`config.mk`:
```
export PLATFORM = sky130hd
export DESIGN_NAME = multi_pulse_capture
export DESIGN_NICKNAME = d
export VERILOG_FILES = /design/src/rtl/multi_pulse_capture.sv
export SDC_FILE = /design/constraint.sdc
export NUM_CORES = 1
export LEC_CHECK = 0
export ABC_AREA = 1
export BUFFER_PORTS_ARGS = -buffer_cell sky130_fd_sc_hd__buf_2
export CAP_MARGIN = 20
export CORE_UTILIZATION = 63
export DETAILED_ROUTE_END_ITERATION = 6
export PLACE_DENSITY = 0.9
export SLEW_MARGIN = 10
export SYNTH_ARGS = -nofsm -noshare
export SYNTH_HDL_FRONTEND = slang
export SYNTH_SLANG_ARGS = --single-unit
```
`constraint.sdc`:
```
create_clock -name clk -period 3.6 [get_ports clk]
set_input_delay 0 -clock clk [delete_from_list [all_inputs] [get_ports clk]]
set_output_delay 0 -clock clk [all_outputs]
set_load 0.005 [all_outputs]
```
`src/rtl/multi_pulse_capture.sv`:
```
// multi_pulse_capture
//   Measures the width of active-high pulses on several asynchronous sensor
//   inputs and streams one record per completed pulse over a simple
//   clock/data serial link, MSB first.
//
//   Record layout (default build):  {channel, duration}
//   With MULTI_PULSE_TIMESTAMP_EN:   {channel, timestamp_at_rise, duration}
//
// Ports
//   clk          system clock, rising edge
//   rst          asynchronous active-low reset
//   sensors      CHANNELS asynchronous pulse inputs, active high
//   tx_clock     serial bit clock; its high phase marks tx_data valid
//   tx_data      serial data, MSB first, changes only while tx_clock is low
//   transmission high for the whole bit-shifting part of one frame
//   busy         FIFO non-empty or transmitter not idle
//   overflow     sticky: at least one record was lost
//   fifo_level   current record FIFO occupancy (0..DEPTH)
//   dbg_state    transmitter state (IDLE=0, LOAD=1, SHIFT=2, GAP=3)
//
// Valid/ready: the holding registers present one record per cycle to the
// FIFO (valid = a holding register occupied, ready = FIFO not full or being
// popped); a record offered while the FIFO is full and not popping is dropped
// and flags overflow. The transmitter pops whenever it is in LOAD.
module multi_pulse_capture #(
  parameter int CHANNELS  = 4,
  parameter int DUR_WIDTH = 16,
  parameter int DEPTH     = 8,
  parameter int CLK_DIV   = 4,
  parameter int TS_WIDTH  = 32
) (
  input  logic                     clk,
  input  logic                     rst,
  input  logic [CHANNELS-1:0]      sensors,
  output logic                     tx_clock,
  output logic                     tx_data,
  output logic                     transmission,
  output logic                     busy,
  output logic                     overflow,
  output logic [$clog2(DEPTH):0]   fifo_level,
  output logic [1:0]               dbg_state
);

  localparam int CH_BITS = (CHANNELS > 1) ? $clog2(CHANNELS) : 1;
`ifdef MULTI_PULSE_TIMESTAMP_EN
  localparam int PL_W = TS_WIDTH + DUR_WIDTH;
`else
  // TS_WIDTH only contributes when timestamps are compiled in.
  localparam int PL_W = DUR_WIDTH + 0 * TS_WIDTH;
`endif
  localparam int RECORD_WIDTH = CH_BITS + PL_W;
  localparam int AW    = $clog2(DEPTH);
  localparam int PTR_W = AW + 1;
  localparam int BIT_W = (RECORD_WIDTH > 1) ? $clog2(RECORD_WIDTH) : 1;
  localparam int DIV_W = $clog2(2 * CLK_DIV);

  typedef enum logic [1:0] {IDLE = 2'd0, LOAD = 2'd1, SHIFT = 2'd2, GAP = 2'd3} tx_state_e;

  // Capture side
  logic [CHANNELS-1:0]  s1_q, s1_d, s2_q, s2_d, s3_q, s3_d;
  logic [1:0]           warm_q, warm_d;
  logic [CHANNELS-1:0]  seen_low_q, seen_low_d, armed_q, armed_d;
  logic [CHANNELS-1:0]  hold_vld_q, hold_vld_d;
  logic [DUR_WIDTH-1:0] dur_q [CHANNELS];
  logic [DUR_WIDTH-1:0] dur_d [CHANNELS];
  logic [PL_W-1:0]      hold_pl_q [CHANNELS];
  logic [PL_W-1:0]      hold_pl_d [CHANNELS];
  logic [CHANNELS-1:0]  rise, fall;
`ifdef MULTI_PULSE_TIMESTAMP_EN
  logic [TS_WIDTH-1:0]  ts_q, ts_d;
  logic [TS_WIDTH-1:0]  ts_start_q [CHANNELS];
  logic [TS_WIDTH-1:0]  ts_start_d [CHANNELS];
`endif

  // FIFO
  logic [RECORD_WIDTH-1:0] mem_q [DEPTH];
  logic [PTR_W-1:0]        wr_ptr_q, wr_ptr_d, rd_ptr_q, rd_ptr_d;
  logic [PTR_W-1:0]        level;
  logic                    push, do_write, pop, full;
  logic [RECORD_WIDTH-1:0] push_rec;
  logic                    overflow_q, overflow_d;

  // Transmitter
  tx_state_e               state_q, state_d;
  logic [RECORD_WIDTH-1:0] shift_q, shift_d;
  logic [BIT_W-1:0]        bit_q, bit_d;
  logic [DIV_W-1:0]        div_q, div_d;
  logic                    tx_clock_q, tx_clock_d, tx_data_q, tx_data_d, trans_q, trans_d;

  // A rise only counts once the channel has been seen low after reset, so a
  // sensor already high at reset release never arms a measurement.
  assign rise = s2_q & ~s3_q & seen_low_q;
  assign fall = ~s2_q & s3_q & armed_q;

  assign level = wr_ptr_q - rd_ptr_q;
  assign full  = (level == PTR_W'(DEPTH));
  assign pop   = (state_q == LOAD);

  always_comb begin
    s1_d       = sensors;
    s2_d       = s1_q;
    s3_d       = s2_q;
    warm_d     = (warm_q == 2'd2) ? warm_q : warm_q + 2'd1;
    seen_low_d = seen_low_q;
    armed_d    = armed_q;
    hold_vld_d = hold_vld_q;
    dur_d      = dur_q;
    hold_pl_d  = hold_pl_q;
    overflow_d = overflow_q;
    push       = 1'b0;
    push_rec   = '0;
    do_write   = 1'b0;
    wr_ptr_d   = wr_ptr_q;
    rd_ptr_d   = rd_ptr_q;
`ifdef MULTI_PULSE_TIMESTAMP_EN
    ts_d       = ts_q + TS_WIDTH'(1);
    ts_start_d = ts_start_q;
`endif

    // Fixed priority: lowest occupied holding register goes to the FIFO.
    for (int c = 0; c < CHANNELS; c++) begin
      if (!push && hold_vld_q[c]) begin
        push          = 1'b1;
        push_rec      = {CH_BITS'(c), hold_pl_q[c]};
        hold_vld_d[c] = 1'b0;
      end
    end

    for (int c = 0; c < CHANNELS; c++) begin
      // warm_q==2 means the synchronizer now carries real input samples.
      if (warm_q == 2'd2 && !s2_q[c]) seen_low_d[c] = 1'b1;
      if (rise[c]) begin
        armed_d[c] = 1'b1;
        dur_d[c]   = DUR_WIDTH'(1);
`ifdef MULTI_PULSE_TIMESTAMP_EN
        ts_start_d[c] = ts_q;
`endif
      end else if (s2_q[c] && dur_q[c] != '1) begin
        dur_d[c] = dur_q[c] + DUR_WIDTH'(1);
      end
      if (fall[c]) begin
        armed_d[c] = 1'b0;
        // Checked after the push above: a record leaving this cycle frees
        // the slot, so only a genuinely stale record is overwritten.
        if (hold_vld_d[c]) overflow_d = 1'b1;
        hold_vld_d[c] = 1'b1;
`ifdef MULTI_PULSE_TIMESTAMP_EN
        hold_pl_d[c] = {ts_start_q[c], dur_q[c]};
`else
        hold_pl_d[c] = dur_q[c];
`endif
      end
    end

    // When full, a simultaneous pop frees the slot being written.
    if (push) begin
      if (!full || pop) do_write = 1'b1;
      else              overflow_d = 1'b1;
    end
    if (do_write) wr_ptr_d = wr_ptr_q + PTR_W'(1);
    if (pop)      rd_ptr_d = rd_ptr_q + PTR_W'(1);
  end

  always_comb begin
    state_d = state_q;
    shift_d = shift_q;
    bit_d   = bit_q;
    div_d   = div_q;
    case (state_q)
      IDLE: if (level != '0) state_d = LOAD;
      LOAD: begin
        shift_d = mem_q[rd_ptr_q[AW-1:0]];
        bit_d   = '0;
        div_d   = '0;
        state_d = SHIFT;
      end
      SHIFT: begin
        if (div_q == DIV_W'(2 * CLK_DIV - 1)) begin
          div_d   = '0;
          shift_d = shift_q << 1;
          if (bit_q == BIT_W'(RECORD_WIDTH - 1)) begin
            bit_d   = '0;
            state_d = GAP;
          end else begin
            bit_d = bit_q + BIT_W'(1);
          end
        end else begin
          div_d = div_q + DIV_W'(1);
        end
      end
      GAP: begin
        if (div_q == DIV_W'(2 * CLK_DIV - 1)) begin
          div_d   = '0;
          state_d = IDLE;
        end else begin
          div_d = div_q + DIV_W'(1);
        end
      end
      default: state_d = IDLE;
    endcase
    // Outputs are registered from the next state so they are glitch free;
    // first half of each bit period is the low phase of tx_clock.
    trans_d    = (state_d == SHIFT);
    tx_clock_d = (state_d == SHIFT) && (div_d >= DIV_W'(CLK_DIV));
    tx_data_d  = (state_d == SHIFT) ? shift_d[RECORD_WIDTH-1] : 1'b0;
  end

  always_ff @(posedge clk or negedge rst) begin
    if (!rst) begin
      s1_q       <= '0;
      s2_q       <= '0;
      s3_q       <= '0;
      warm_q     <= '0;
      seen_low_q <= '0;
      armed_q    <= '0;
      hold_vld_q <= '0;
      for (int c = 0; c < CHANNELS; c++) begin
        dur_q[c]     <= '0;
        hold_pl_q[c] <= '0;
`ifdef MULTI_PULSE_TIMESTAMP_EN
        ts_start_q[c] <= '0;
`endif
      end
`ifdef MULTI_PULSE_TIMESTAMP_EN
      ts_q       <= '0;
`endif
      wr_ptr_q   <= '0;
      rd_ptr_q   <= '0;
      overflow_q <= 1'b0;
      state_q    <= IDLE;
      shift_q    <= '0;
      bit_q      <= '0;
      div_q      <= '0;
      tx_clock_q <= 1'b0;
      tx_data_q  <= 1'b0;
      trans_q    <= 1'b0;
    end else begin
      s1_q       <= s1_d;
      s2_q       <= s2_d;
      s3_q       <= s3_d;
      warm_q     <= warm_d;
      seen_low_q <= seen_low_d;
      armed_q    <= armed_d;
      hold_vld_q <= hold_vld_d;
      dur_q      <= dur_d;
      hold_pl_q  <= hold_pl_d;
`ifdef MULTI_PULSE_TIMESTAMP_EN
      ts_q       <= ts_d;
      ts_start_q <= ts_start_d;
`endif
      wr_ptr_q   <= wr_ptr_d;
      rd_ptr_q   <= rd_ptr_d;
      overflow_q <= overflow_d;
      state_q    <= state_d;
      shift_q    <= shift_d;
      bit_q      <= bit_d;
      div_q      <= div_d;
      tx_clock_q <= tx_clock_d;
      tx_data_q  <= tx_data_d;
      trans_q    <= trans_d;
    end
  end

  // Storage needs no reset; occupancy is tracked by the pointers alone.
  always_ff @(posedge clk) begin
    if (do_write) mem_q[wr_ptr_q[AW-1:0]] <= push_rec;
  end

  assign tx_clock     = tx_clock_q;
  assign tx_data      = tx_data_q;
  assign transmission = trans_q;
  assign busy         = (level != '0) || (state_q != IDLE);
  assign overflow     = overflow_q;
  assign fifo_level   = level;
  assign dbg_state    = state_q;

endmodule

```
==> results of run 1 <==
final timing paths:
check / end / startpoint / slack, ns / depth (start not counted)
max in group asynchronous: dur_q[46] / rst / 2.49 / 3
max reg2reg: mem_q[0][3] / rd_ptr_q[2] / 0.62 / 11
max: mem_q[0][3] / rd_ptr_q[2] / 0.62 / 11
min in group asynchronous: wr_ptr_q[1] / rst / 0.18 / 2
min: s1_q[0] / sensors[0] / 0.12 / 2
min reg2reg: s2_q[3] / s1_q[3] / 0.35 / 0
kinds of logic after synthesis:
kind of cell	Yosys count	share of synthesized area (%)
AO/OA/AOI/OAI	155	5.19
XOR/XNOR	41	2.30
adder cells (fa/ha/maj)	20	1.65
buffers and inverters	206	5.31
flip-flops	338	58.8
AND/OR/NAND/NOR	982	26.7
layout make-up:
type                    count  area share, %
multi-input cells        1198           32.4
flip-flops and latches    338           53.1
repair buffers             47           1.93
inverters                 145           3.15
clock inverters            15           1.32
clock buffers              46           5.78
well taps                 324           2.35
routing by layer:
layer,vias to the layer above,wire (um),part of all wire (%)
met3,124,3010,8.0
met2,609,18500,49
met1,5918,14700,39
met5,-,0,0
li1,5734,-,-
met4,0,1530,4.1
flip-flops by register name, summed over array words and instances, names as in the netlist, named ones only:
| name | flops |
|---|---|
| s2_q | 4 |
| dur_q | 64 |
| transmission | 1 |
| seen_low_q | 4 |
| wr_ptr_q | 4 |
| tx_clock | 1 |
| overflow | 1 |
| warm_q | 2 |
| shift_q | 18 |
| bit_q | 5 |
| s1_q | 4 |
| dbg_state | 2 |
| armed_q | 4 |
| tx_data | 1 |
| div_q | 1 |
| s3_q | 4 |
| hold_pl_q | 64 |
| hold_vld_q | 4 |
| rd_ptr_q | 4 |
| mem_q | 144 |
placed cells by master (no fill, tap or decap), types with 6 or more instances in the layout:
cell and instances:
nand2_1 627, buf_4 26, bufinv_16 6, dfrtp_1 193
inv_2 11, buf_2 15, ha_1 19, xor2_1 38
nor3_1 12, o21ai_0 104, nand4_1 53, inv_1 131
nor2_2 6, o21ai_1 15, nand3_1 135, o211ai_1 6
nor2_1 125, a21oi_1 26, edfxtp_1 144, clkbuf_16 37
where the power goes:
group / leakage, nW / internal [mW] / total (mW) / switching, mW
Combinational: 3.31 / 0.915 / 3.19 / 2.28
Sequential: 3.97 / 4.71 / 5.08 / 0.371
Clock: 0.602 / 2.38 / 3.87 / 1.49
Total: 7.88 / 8.01 / 12.1 / 4.14
worst reg2reg max path, stage by stage (launching register included):
cell and delay, ns:
dfrtp_1 0.32, buf_4 0.24, inv_1 0.10, ha_1 0.33
a21oi_1 0.20, nand3_1 0.12, nand2_1 0.19, inv_1 0.10
nand2_1 0.21, nand2_1 0.27, nor2_1 0.34, buf_4 0.26
metrics by stage:
| step | power [mW] | utilization [%] | instance area (um2) | setup slack, ns |
|---|---|---|---|---|
| finish | 12.1 | 71.1 | 17300 | 0.620 |
| global route | 12.7 | 71.1 | 17300 | 0.541 |
| CTS | 12.1 | 71.1 | 17300 | 0.717 |
| detailed placement | 8.14 | 65.8 | 16000 | 0.771 |
| global placement | 7.99 | 65.8 | 16000 | 0.990 |
| floorplan | 7.14 | - | 15600 | 0.452 |
repair_timing:
item / in CTS / in global routing
hold endpoints to repair: 117 / 0
gates resized for setup: 0 / 0
hold buffers: 5 / 0
==> qor.txt, run 1 <==
Number of diodes: 0
Drt drc: 12
CTS tree: done
Placed Instances: 2047
Slew @ Worst Pin: 1.00 ns
Sink Count: 338
Nets: 1791
Max_cap viols: 0
Final wirelength: 37700 um
Power per cell area: 702 nW/um2
Post-synth ARST share: 57.4%
Avg Cell Area, Syn: 8.96 um2
# IOs: 17
Synth area leaders: dfrtp_1 (31%), edfxtp_1 (28%), nand2_1 (15%)
Layout fillers: 1600
Synthesized cell area: 15600 um2
Crit path max fanout: 21
Hold Crit Class: in2reg
Most common cell in the netlist: nand2_1
EDFF count, synth: 144
GRT Residual Overflow: 0
Storage cell area: 9180 um2
Top-area cell type share of the netlist area: 31.1%
Failing checks: DRC
Top delay family on crit path: simple AND/OR/NAND/NOR gates
Setup violators final: 0
Die X: 159 um
Synth Register Bits: 338
Critical path's most frequent cell: nand2_1
Netlist cell types: 37
CTS max path bufs: 3
Post-CTS Setup Inserts: 0
CP required: 3.81 ns
Die ar.: 25400 um2
Number of routed nets with antenna violations: 0
Routed vias/inst: 5.86
1st-iter DRT viols: 1763
Outcome: finished with violations
Initial Util: 64.2%
Worst-path clk slew: 0.07 ns
Yosys top cell by area: dfrtp_1
Vias after detailed routing: 12400
Startpoint types: flip-flop
First-pass GRT wire length: 61600 um
Crit path DAT: 3.19 ns
Final hold viol count: 0
Most frequent cells after synthesis: nand2_1 (627), dfrtp_1 (194), edfxtp_1 (144)
Final number of max-transition violations: 0
Placer congestion estimate: 0.950
# H-tree levels: 2
Crit path capture type: flip-flop
Unrepaired setup endpoints after global routing: false
Worst-path cell chain: buf_4 -> inv_1 -> ha_1 -> a21oi_1 -> nand3_1 -> nand2_1 -> inv_1 -> nand2_1 -> nand2_1 -> nor2_1 -> buf_4
CP bufs+invs: 4
Grt met2 use: 51.4%
Total track usage: 30.6%
Min Tclk post-route: 2.98 ns
Core box area: 24300 um2
GR Util met1: 40.2%
GR Layer Usage met3: 4.98%
Syn. warnings: 0
Setup TNS: 0 ns
Vias in the first global route: 11900
Rows: 57
Slowest stage delay, CP: 0.34 ns
Worst Hold Slack: 0.122 ns
CTS buffer count: 35
Multi-input logic area: 5590 um2
Slew HR: 32.6%
Layout area overhead: 10.8%
Setup CP Type: reg2reg
Post-DR wirelength/cell: 17.8 um
Max VDD drop: 480 uV
Fmax: 0.336 GHz
Seq/Total Area, Yosys: 58.8%
Post-Syn Nets: 1768
Initial antenna violation count: 0
Layout Skew: 0.0146 ns
Post-DP HPWL: 24600 um
Pre-antenna DRT Iters: 7
PortBufs: 16
Die span in y: 159 um
Mapped Cells: 1742
Share of layout cells above drive strength 1: 7.27%
Period utilisation layout: 82.8%
P_leak: 7.88 nW
Predominant post-synthesis flop cell: dfrtp_1
CP max-delay cell: nor2_1
Worst-Skew Late Latency: 0.52 ns
Final Non-Filler Cells: 2113
GR peak layer: met2
Root buf cell: clkbuf_16
Largest net degree at the start of global routing: 118
Power figures use the tool's default switching activity.
==> run 2, diff against run 1 <==
CORE_UTILIZATION = 57   (was 63)
PLACE_DENSITY = 0.87   (was 0.9)
clock period = 2.4 ns   (was 3.6 ns; I/O delays follow)
==> run 2 against run 1 <==
The run ends with setup timing left. Register-to-register slack got worse by 0.70 ns. Utilization is 4.7 points lower. Clock skew up 0.0084 ns. Design area rose by 3.1%. Die area grew 10%. Critical path depth decreased by 2. Global-route usage fell by 4.2 points. Fmax increased by 20%. Cell count up 1.9%. Routed wire length shrank 0.18%.
==> qor.txt, run 2 (synthesized netlist as in run 1, its figures left out) <==
Placed Instances: 2074 (was 2047)
Vias in the first global route: 12100 (was 11900)
CTS max path bufs: 3 (unchanged)
Initial antenna violation count: 0 (unchanged)
Fmax: 0.404 GHz (was 0.336 GHz)
Nets: 1814 (was 1791)
Startpoint types: flip-flop (unchanged)
Post-DP HPWL: 24000 um (was 24600 um)
Root buf cell: clkbuf_16 (unchanged)
Crit path DAT: 2.87 ns (was 3.19 ns)
Crit path max fanout: 91 (was 21)
Crit path capture type: flip-flop (unchanged)
Final hold viol count: 0 (unchanged)
Routed vias/inst: 5.79 (was 5.86)
Area of all placed cells without fillers: 17800 um2 (was 17300 um2)
Final wirelength: 37600 um (was 37700 um)
Pwr Total: 18.9 mW (was 12.1 mW)
Worst-path clk slew: 0.06 ns (was 0.07 ns)
Initial Util: 58.0% (was 64.2%)
Cell Area, Placed: 16400 um2 (was 16000 um2)
Setup CP Type: reg2reg (unchanged)
Rows: 60 (was 57)
Failing checks: setup timing (was DRC)
CTS tree: done (unchanged)
Pre-antenna DRT Iters: 7 (unchanged)
Core box area: 26900 um2 (was 24300 um2)
Drt drc: 0 (was 12)
Commonest non-fill, non-tap cells in the layout: nand2_1 (625), dfrtp_1 (193), edfxtp_1 (144), nand3_1 (134), inv_1 (129) (was nand2_1 (627), dfrtp_1 (193), edfxtp_1 (144), nand3_1 (135), inv_1 (131))
Die X: 167 um (was 159 um)
PortBufs: 16 (unchanged)
Total track usage: 26.4% (was 30.6%)
Max VDD drop: 676 uV (was 480 uV)
Post-DR wirelength/cell: 17.5 um (was 17.8 um)
Outcome: finished with violations (unchanged)
Sink Count: 338 (unchanged)
Period utilisation layout: 103% (was 82.8%)
Layout Skew: 0.0230 ns (was 0.0146 ns)
Die ar.: 28000 um2 (was 25400 um2)
Most common cell after layout, fill and taps aside: nand2_1 (unchanged)
Final number of max-transition violations: 0 (unchanged)
Largest register FFs: 144 (unchanged)
# H-tree levels: 2 (unchanged)
Share of layout cells above drive strength 1: 9.82% (was 7.27%)
Final Non-Filler Cells: 2154 (was 2113)
Layout area overhead: 14.3% (was 10.8%)
Vias after detailed routing: 12500 (was 12400)
Slew HR: 44.6% (was 32.6%)
Number of routed nets with antenna violations: 0 (unchanged)
# IOs: 17 (unchanged)
First-pass GRT wire length: 59600 um (was 61600 um)
CP required: 2.79 ns (was 3.81 ns)
CTS buffer count: 36 (was 35)
Power per cell area: 1060 nW/um2 (was 702 nW/um2)
Worst-Skew Late Latency: 0.52 ns (about the same)
Placer congestion estimate: 0.899 (was 0.950)
Slew @ Worst Pin: 0.831 ns (was 1.00 ns)
Min Tclk post-route: 2.48 ns (was 2.98 ns)
Worst setup margin: -0.0777 ns (was 0.620 ns)
Setup TNS: -0.803 ns (was 0 ns)
Hold Crit Class: in2async (was in2reg)
Max_cap viols: 0 (unchanged)
GRT Residual Overflow: 0 (unchanged)
P_leak: 8.07 nW (was 7.88 nW)
Largest net degree at the start of global routing: 92 (was 118)
Number of diodes: 0 (unchanged)
1st-iter DRT viols: 1568 (was 1763)
Setup violators final: 35 (was 0)
Die span in y: 167 um (was 159 um)
## run 2: cell types whose count changed in the layout (fill, tap and decap cells not counted), sizes merged
cell / change
clkinv: +2
bufinv: -2
clkinvlp: +1
clkbuf: +2
inv: +2
buf: +19
## run 2: path summary, 6_finish.rpt
| kind | start | end | slack, ns | cells past startpoint |
|---|---|---|---|---|
| min | rst | shift_q[11] | 0.07 | 2 |
| min reg2reg | s1_q[2] | s2_q[2] | 0.35 | 0 |
| max | rd_ptr_q[0] | shift_q[0] | -0.08 | 9 |
| min in group clk | sensors[3] | s1_q[3] | 0.13 | 2 |
| max in group asynchronous | rst | hold_pl_q[48] | 1.58 | 3 |
| max reg2reg | rd_ptr_q[0] | shift_q[0] | -0.08 | 9 |
## run 2: per-layer routing
metal,track usage [%],vias up,routed length [um]
met1,34.1,5907,14700
met4,10.7,0,1360
met2,44.6,631,18500
met3,4.47,133,3080
met5,0,-,0
li1,-,5790,-
## run 2: area by class of cell
| class | instances | area, um2 |
|---|---|---|
| sequential | 338 | 9180 |
| fill | 1915 | 9050 |
| multi-input combinational | 1198 | 5740 |
| clock buffer | 45 | 996 |
| timing repair buffer | 69 | 722 |
| inverter | 145 | 549 |
| tap | 341 | 427 |
| clock inverter | 18 | 211 |
## run 2: power breakdown
group / switching, mW / internal, mW / total, mW
logic: 3.71 / 1.93 / 5.64
registers: 0.495 / 7.06 / 7.55
clock network: 2.27 / 3.39 / 5.66
## run 2: stage by stage
| step | setup slack (ns) | hold WS (ns) | util [%] |
|---|---|---|---|
| after floorplan | 0.00450 | -0.296 | - |
| after global placement | 0.0349 | 0.0551 | 60.9 |
| after detailed placement | -0.0265 | 0.0631 | 60.9 |
| after CTS | 0.0427 | 0.0955 | 65.6 |
| after global routing | -0.0767 | 0.123 | 66.3 |
| final | -0.0777 | 0.0688 | 66.3 |
## run 2: worst max-delay path: stages, from the launching register on
cell and delay, ns:
dfrtp_2 0.41, buf_6 0.53, inv_2 0.11, buf_12 0.23
o21ai_0 0.40, o21ai_0 0.25, nand2_1 0.12, nand2_1 0.08
nand3_1 0.11, nand2_1 0.06
## run 2: repair_timing
item | CTS | global route
gates resized for setup | 1 | 7
hold buffers | 5 | 0
pin swaps | 0 | 6
setup buffers | 0 | 8
cloned | 0 | 4
endpoints found under the hold margin | 120 | 0
setup endpoints to repair | 144 | 119
